**config.mk**
```make
export PLATFORM = sky130hd
export DESIGN_NAME = ones_run_pattern_gen
export DESIGN_NICKNAME = d
export VERILOG_FILES = /design/src/rtl/ones_run_pattern_gen.sv
export SDC_FILE = /design/constraint.sdc
export NUM_CORES = 1
export LEC_CHECK = 0
export ABC_AREA = 1
export CAP_MARGIN = 15
export CORE_MARGIN = 8
export CORE_UTILIZATION = 30
export CTS_BUF_LIST = sky130_fd_sc_hd__clkbuf_2 sky130_fd_sc_hd__clkbuf_4 sky130_fd_sc_hd__clkbuf_8
export CTS_CLUSTER_DIAMETER = 120
export DETAILED_ROUTE_END_ITERATION = 10
export GPL_ROUTABILITY_DRIVEN = 0
export PLACE_DENSITY = 0.59
export RECOVER_POWER = 25
export SYNTH_ARGS = -nofsm -noshare
export SYNTH_HDL_FRONTEND = slang
export SYNTH_SLANG_ARGS = --single-unit
```
**constraint.sdc**
```tcl
create_clock -name clk -period 1.9 [get_ports clk]
set_input_delay 0.38 -clock clk [delete_from_list [all_inputs] [get_ports clk]]
set_output_delay 0.38 -clock clk [all_outputs]
set_load 0.02 [all_outputs]
```
**src/rtl/ones_run_pattern_gen.sv**
```systemverilog
// ones_run_pattern_gen
//   Stimulus generator for the ones-string counter. A start request with run
//   length L sweeps every WIDTH-bit word holding exactly one contiguous run of
//   L ones. The run begins at bit 0 and moves up one bit per accepted word.
//   Each word is paired with its expected longest-run length (L) on a
//   valid/ready stream.
//
// Ports
//   clk        rising-edge clock
//   reset      synchronous, active-low reset
//   start      sweep request, sampled only in IDLE
//   run_len    requested run length L, captured with start
//   out_ready  consumer ready
//   out_valid  word_out/exp_len/word_idx valid (EMIT state)
//   word_out   generated word
//   exp_len    expected longest run of ones in word_out
//   word_idx   0-based position of the current word within the sweep
//   busy       high while emitting
//   done       one-cycle pulse after the final word is accepted
//   err        one-cycle pulse for a start with run_len > WIDTH
module ones_run_pattern_gen #(
  parameter int WIDTH = 8,
  parameter int LEN_W = 4
) (
  input  logic             clk,
  input  logic             reset,
  input  logic             start,
  input  logic [LEN_W-1:0] run_len,
  input  logic             out_ready,
  output logic             out_valid,
  output logic [WIDTH-1:0] word_out,
  output logic [LEN_W-1:0] exp_len,
  output logic [LEN_W-1:0] word_idx,
  output logic             busy,
  output logic             done,
  output logic             err
);

  typedef enum logic [1:0] {IDLE, EMIT, DONE} state_t;

  // One output beat: the word, its expected run length and its sweep index.
  typedef struct packed {
    logic [WIDTH-1:0] word;
    logic [LEN_W-1:0] len;
    logic [LEN_W-1:0] idx;
  } beat_t;

  localparam logic [LEN_W-1:0] WIDTH_L = LEN_W'(WIDTH);
  localparam logic [WIDTH:0]   ONE_X   = (WIDTH+1)'(1);

  state_t           state, state_nxt;
  beat_t            beat_q, beat_nxt;
  logic [LEN_W-1:0] last_q, last_nxt;   // index of the final word of the sweep
  logic             err_q, err_nxt;

  // Run mask built one bit wider than the word so L == WIDTH gives all ones
  // instead of wrapping to zero. The top bit is always 0 for legal L.
  logic [WIDTH:0]   mask_x;
  logic             mask_unused;

  assign mask_x      = (ONE_X << run_len) - ONE_X;
  assign mask_unused = mask_x[WIDTH];

  always_comb begin
    state_nxt = state;
    beat_nxt  = beat_q;
    last_nxt  = last_q;
    err_nxt   = 1'b0;
    case (state)
      IDLE: begin
        if (start) begin
          if (run_len > WIDTH_L) begin
            err_nxt = 1'b1;
          end else begin
            state_nxt     = EMIT;
            beat_nxt.word = mask_x[WIDTH-1:0];
            beat_nxt.len  = run_len;
            beat_nxt.idx  = '0;
            // L = 0 is a single all-zero word; otherwise WIDTH-L+1 words.
            last_nxt      = (run_len == '0) ? '0 : WIDTH_L - run_len;
          end
        end
      end
      EMIT: begin
        if (out_ready) begin
          if (beat_q.idx == last_q) begin
            state_nxt = DONE;
          end else begin
            // Position only advances below last_q, so it saturates there.
            beat_nxt.word = beat_q.word << 1;
            beat_nxt.idx  = beat_q.idx + 1'b1;
          end
        end
      end
      DONE:    state_nxt = IDLE;
      default: state_nxt = IDLE;
    endcase
  end

  always_ff @(posedge clk) begin
    if (!reset) begin
      state  <= IDLE;
      beat_q <= '0;
      last_q <= '0;
      err_q  <= 1'b0;
    end else begin
      state  <= state_nxt;
      beat_q <= beat_nxt;
      last_q <= last_nxt;
      err_q  <= err_nxt;
    end
  end

  assign out_valid = (state == EMIT);
  assign busy      = (state == EMIT);
  assign done      = (state == DONE);
  assign err       = err_q;
  assign word_out  = beat_q.word;
  assign exp_len   = beat_q.len;
  assign word_idx  = beat_q.idx;

endmodule

```
==> results.yml <==
timing:
  max_clock_freq_ghz: 0.5600
  tightest_slew_ns: 0.3180
  rsz0062_at_grt: "false"
  setup-violations-final: 0
  number_of_pins_with_negative_max_slew_slack_in_the_final_report: 0
  final_period_util_pct: 93.99
  worst_clock_skew_ns: 0.006930
  hold_viol_final: 0
  min_period_ns: 1.786
  slew_headroom_pct: 78.60
synth:
  synth.top_cells.by_area: "sky130_fd_sc_hd__dfxtp_1, sky130_fd_sc_hd__nand2_1, sky130_fd_sc_hd__nor2_1, sky130_fd_sc_hd__inv_1, sky130_fd_sc_hd__ha_1"
  post_synth_design_cell_area_mm2: 0.001459
  synth_top_area_cell: "sky130_fd_sc_hd__dfxtp_1"
  syn_nets: 237
  netlist.area_leader.share_pct: 31.56
  synthesis.area_per_instance_um2: 6.601
  number_of_distinct_library_cell_variants_in_the_gate_level_netlist_after_synthesis: 29
  synthesized_netlist_cell_count: 221
  post-synth-top-count-cell: "sky130_fd_sc_hd__nand2_1"
  sequential_cell_area_fraction_in_the_yosys_report_pct: 31.56
  yosys_warnings: 0
  post_synth_most_frequent_cells: "sky130_fd_sc_hd__nand2_1, sky130_fd_sc_hd__nor2_1, sky130_fd_sc_hd__inv_1, sky130_fd_sc_hd__dfxtp_1, sky130_fd_sc_hd__nand3_1"
  postSynth.asyncResetShare_pct: 0
  edff_count_synth: 0
  flop_and_latch_count_out_of_synthesis: 23
  synth_flop_cell: "sky130_fd_sc_hd__dfxtp_1"
route:
  routed_wire_length_mm: 3.678
  num_vias: 1461
  detail_route.iter0.violations: 56
  drt_first_pass_iters: 4
  avgViaCountPerCell: 4.551
  wire_per_inst_um: 11.46
  post-route-drc-count: 0
  postRouteAntennaNets: 0
clock_tree:
  post_cts_repair_setup_buffers: 0
  cts_htree_levels: 1
  clk_pin_slew_worst_paths_ns: 0.08
  cts_tree: "yes"
  clk_path_buf_depth: 2
  cts_buffers: 3
  master_cell_of_the_clock_root_buffer: "sky130_fd_sc_hd__clkbuf_8"
  clk-insertion-delay-late_ns: 0.27
  cts_sinks: 23
flow_run:
  cap_viol_max_count: 0
floorplanning:
  die-height_um: 85.74
  die_w_um: 85.74
  core_region_area_mm2: 0.004692
  io-pin-count: 28
  num_rows: 25
  start_util_pct: 31.09
  die_area_mm2: 0.007350
finish:
  final_standard_cell_count_with_taps_included_and_fillers_excluded: 321
  area_growth_pct: 36.88
  final_net_count: 284
  stdcell_area_mm2: 0.001997
  drive_gt1_share_pct: 17.60
  insertedDiodeCount: 0
grt:
  first_pass_grt_wire_length_mm: 6.396
  grt_start_max_net_pins: 17
  number_of_global_route_vias_before_repair: 1485
  grt.total_usage_pct: 10.51
  grt_antenna_before_repair: 0
  grt-ovfl-total: 0
power_and_ir_drop:
  cellPowerDensity_mw_per_mm2: 744.2
  vdd_ir_drop_max_v: 0.0005404
  leakage_nw: 0.9200
status:
  outcome: "finished clean"
worst_setup_path:
  critPathMaxFanout: 3
  reg2regPathDepth: 7
  critPathArrivalTime_ns: 1.41
  worstSetupEndpointType: "output port"
  cp-start-kind: "register"
  critPathKind: "register to output port"
  required_ns: 1.52
placed_design:
  postPlaceCellArea_mm2: 0.001908
  placed_cells_incl_taps: 317
  numPortBuffers: 27
  dp_hpwl_mm: 2.943
worst_hold_path:
  hold_path.class: "register to register"
  hold_depth: 2
registers in the layout (all words and copies together), names as in the netlist:
name and count:
exp_len 4, word_idx 4, last_q 4, err 1, state 2, word_out 8
layout make-up:
cell class	count	area (µm²)
multi-input cells	161	877.1
repair buffers	48	424.2
inverters	31	118.9
flip-flops and latches	23	460.4
well taps	54	67.56
fillers	514	2695
clock buffers	4	48.80
cell usage in the layout, fill, tap and decap left out:
master,Yosys,routed
sky130_fd_sc_hd__o21ai_1,2,5
sky130_fd_sc_hd__nor3_2,1,1
sky130_fd_sc_hd__dfxtp_1,23,23
sky130_fd_sc_hd__nand4_1,2,2
sky130_fd_sc_hd__nor2_1,35,35
sky130_fd_sc_hd__nand2_2,2,3
sky130_fd_sc_hd__inv_2,4,5
sky130_fd_sc_hd__nand3_2,2,2
sky130_fd_sc_hd__inv_4,0,1
sky130_fd_sc_hd__a21boi_0,1,1
sky130_fd_sc_hd__nand3_1,15,15
sky130_fd_sc_hd__o21ai_2,1,1
sky130_fd_sc_hd__o21ai_0,9,6
sky130_fd_sc_hd__buf_4,2,21
sky130_fd_sc_hd__nand3b_1,1,1
sky130_fd_sc_hd__clkbuf_4,0,1
sky130_fd_sc_hd__dlygate4sd3_1,0,7
sky130_fd_sc_hd__o22ai_1,1,1
sky130_fd_sc_hd__clkdlybuf4s50_1,0,18
sky130_fd_sc_hd__inv_1,27,25
sky130_fd_sc_hd__nor3_1,1,1
sky130_fd_sc_hd__xor2_1,3,3
sky130_fd_sc_hd__a21oi_1,13,13
sky130_fd_sc_hd__ha_1,8,4
sky130_fd_sc_hd__ha_4,0,2
sky130_fd_sc_hd__ha_2,0,2
sky130_fd_sc_hd__nand2_1,53,52
sky130_fd_sc_hd__nor2_2,2,2
sky130_fd_sc_hd__xnor2_1,4,4
sky130_fd_sc_hd__nor4_1,2,2
sky130_fd_sc_hd__nor2_4,2,2
sky130_fd_sc_hd__clkbuf_8,0,3
sky130_fd_sc_hd__dlymetal6s2s_1,0,1
sky130_fd_sc_hd__nand2_8,0,1
sky130_fd_sc_hd__clkbuf_1,1,1
per-stage QoR:
stage | hold slack [ns] | setup TNS (ns) | setup slack (ns) | util, % | power (mW)
global route | 0.5112 | 0 | 0.009128 | 42.56 | 1.588
CTS | 0.4788 | 0 | 0.01074 | 41.71 | 1.495
finish | 0.4695 | 0 | 0.1142 | 42.56 | 1.486
global placement | 0.4640 | -3.352 | -0.2500 | 40.67 | 1.164
floorplan | 0.4576 | 0 | 0.2638 | - | 0.9404
detailed placement | 0.4633 | -3.788 | -0.2695 | 40.67 | 1.169
worst paths after layout:
check / from / endpoint / slack [ns]
max reg2reg: state[0] / last_q[3] / 0.40
min reg2reg: exp_len[0] / exp_len[0] / 0.47
max: state[0] / busy / 0.11
min: exp_len[0] / exp_len[0] / 0.47
power by group:
part / total (mW) / switching, mW / leakage [nW] / internal, mW
clock network: 0.324 / 0.160 / 0.0262 / 0.164
logic: 0.585 / 0.331 / 0.705 / 0.254
registers: 0.577 / 0.0400 / 0.189 / 0.537
worst max-delay path: stages (launching register included):
cell and delay (ns):
sky130_fd_sc_hd__dfxtp_1 0.34, sky130_fd_sc_hd__inv_1 0.06, sky130_fd_sc_hd__nor2_4 0.11, sky130_fd_sc_hd__clkdlybuf4s50_1 0.63
cells by family after synthesis:
family / share of synthesized area [%]
compound gates: 9.777
xor+xnor: 4.202
buf+inv: 11.15
fa+ha+maj: 6.861
flops: 31.56
simple gates: 36.45
layer usage:
metal | up-vias | global-route usage (%) | share of wire (%)
met2 | 21 | 18.69 | 49
li1 | 789 | - | -
met5 | - | 0 | 0
met1 | 647 | 11.41 | 45
met3 | 4 | 4.011 | 5.4
met4 | 0 | 2.548 | 0.90
what timing repair did:
action	CTS	global route
resized for setup	0	16
hold buffers	0	0
setup endpoints to repair	0	17
Note: power is estimated with default switching activity, not from simulation.
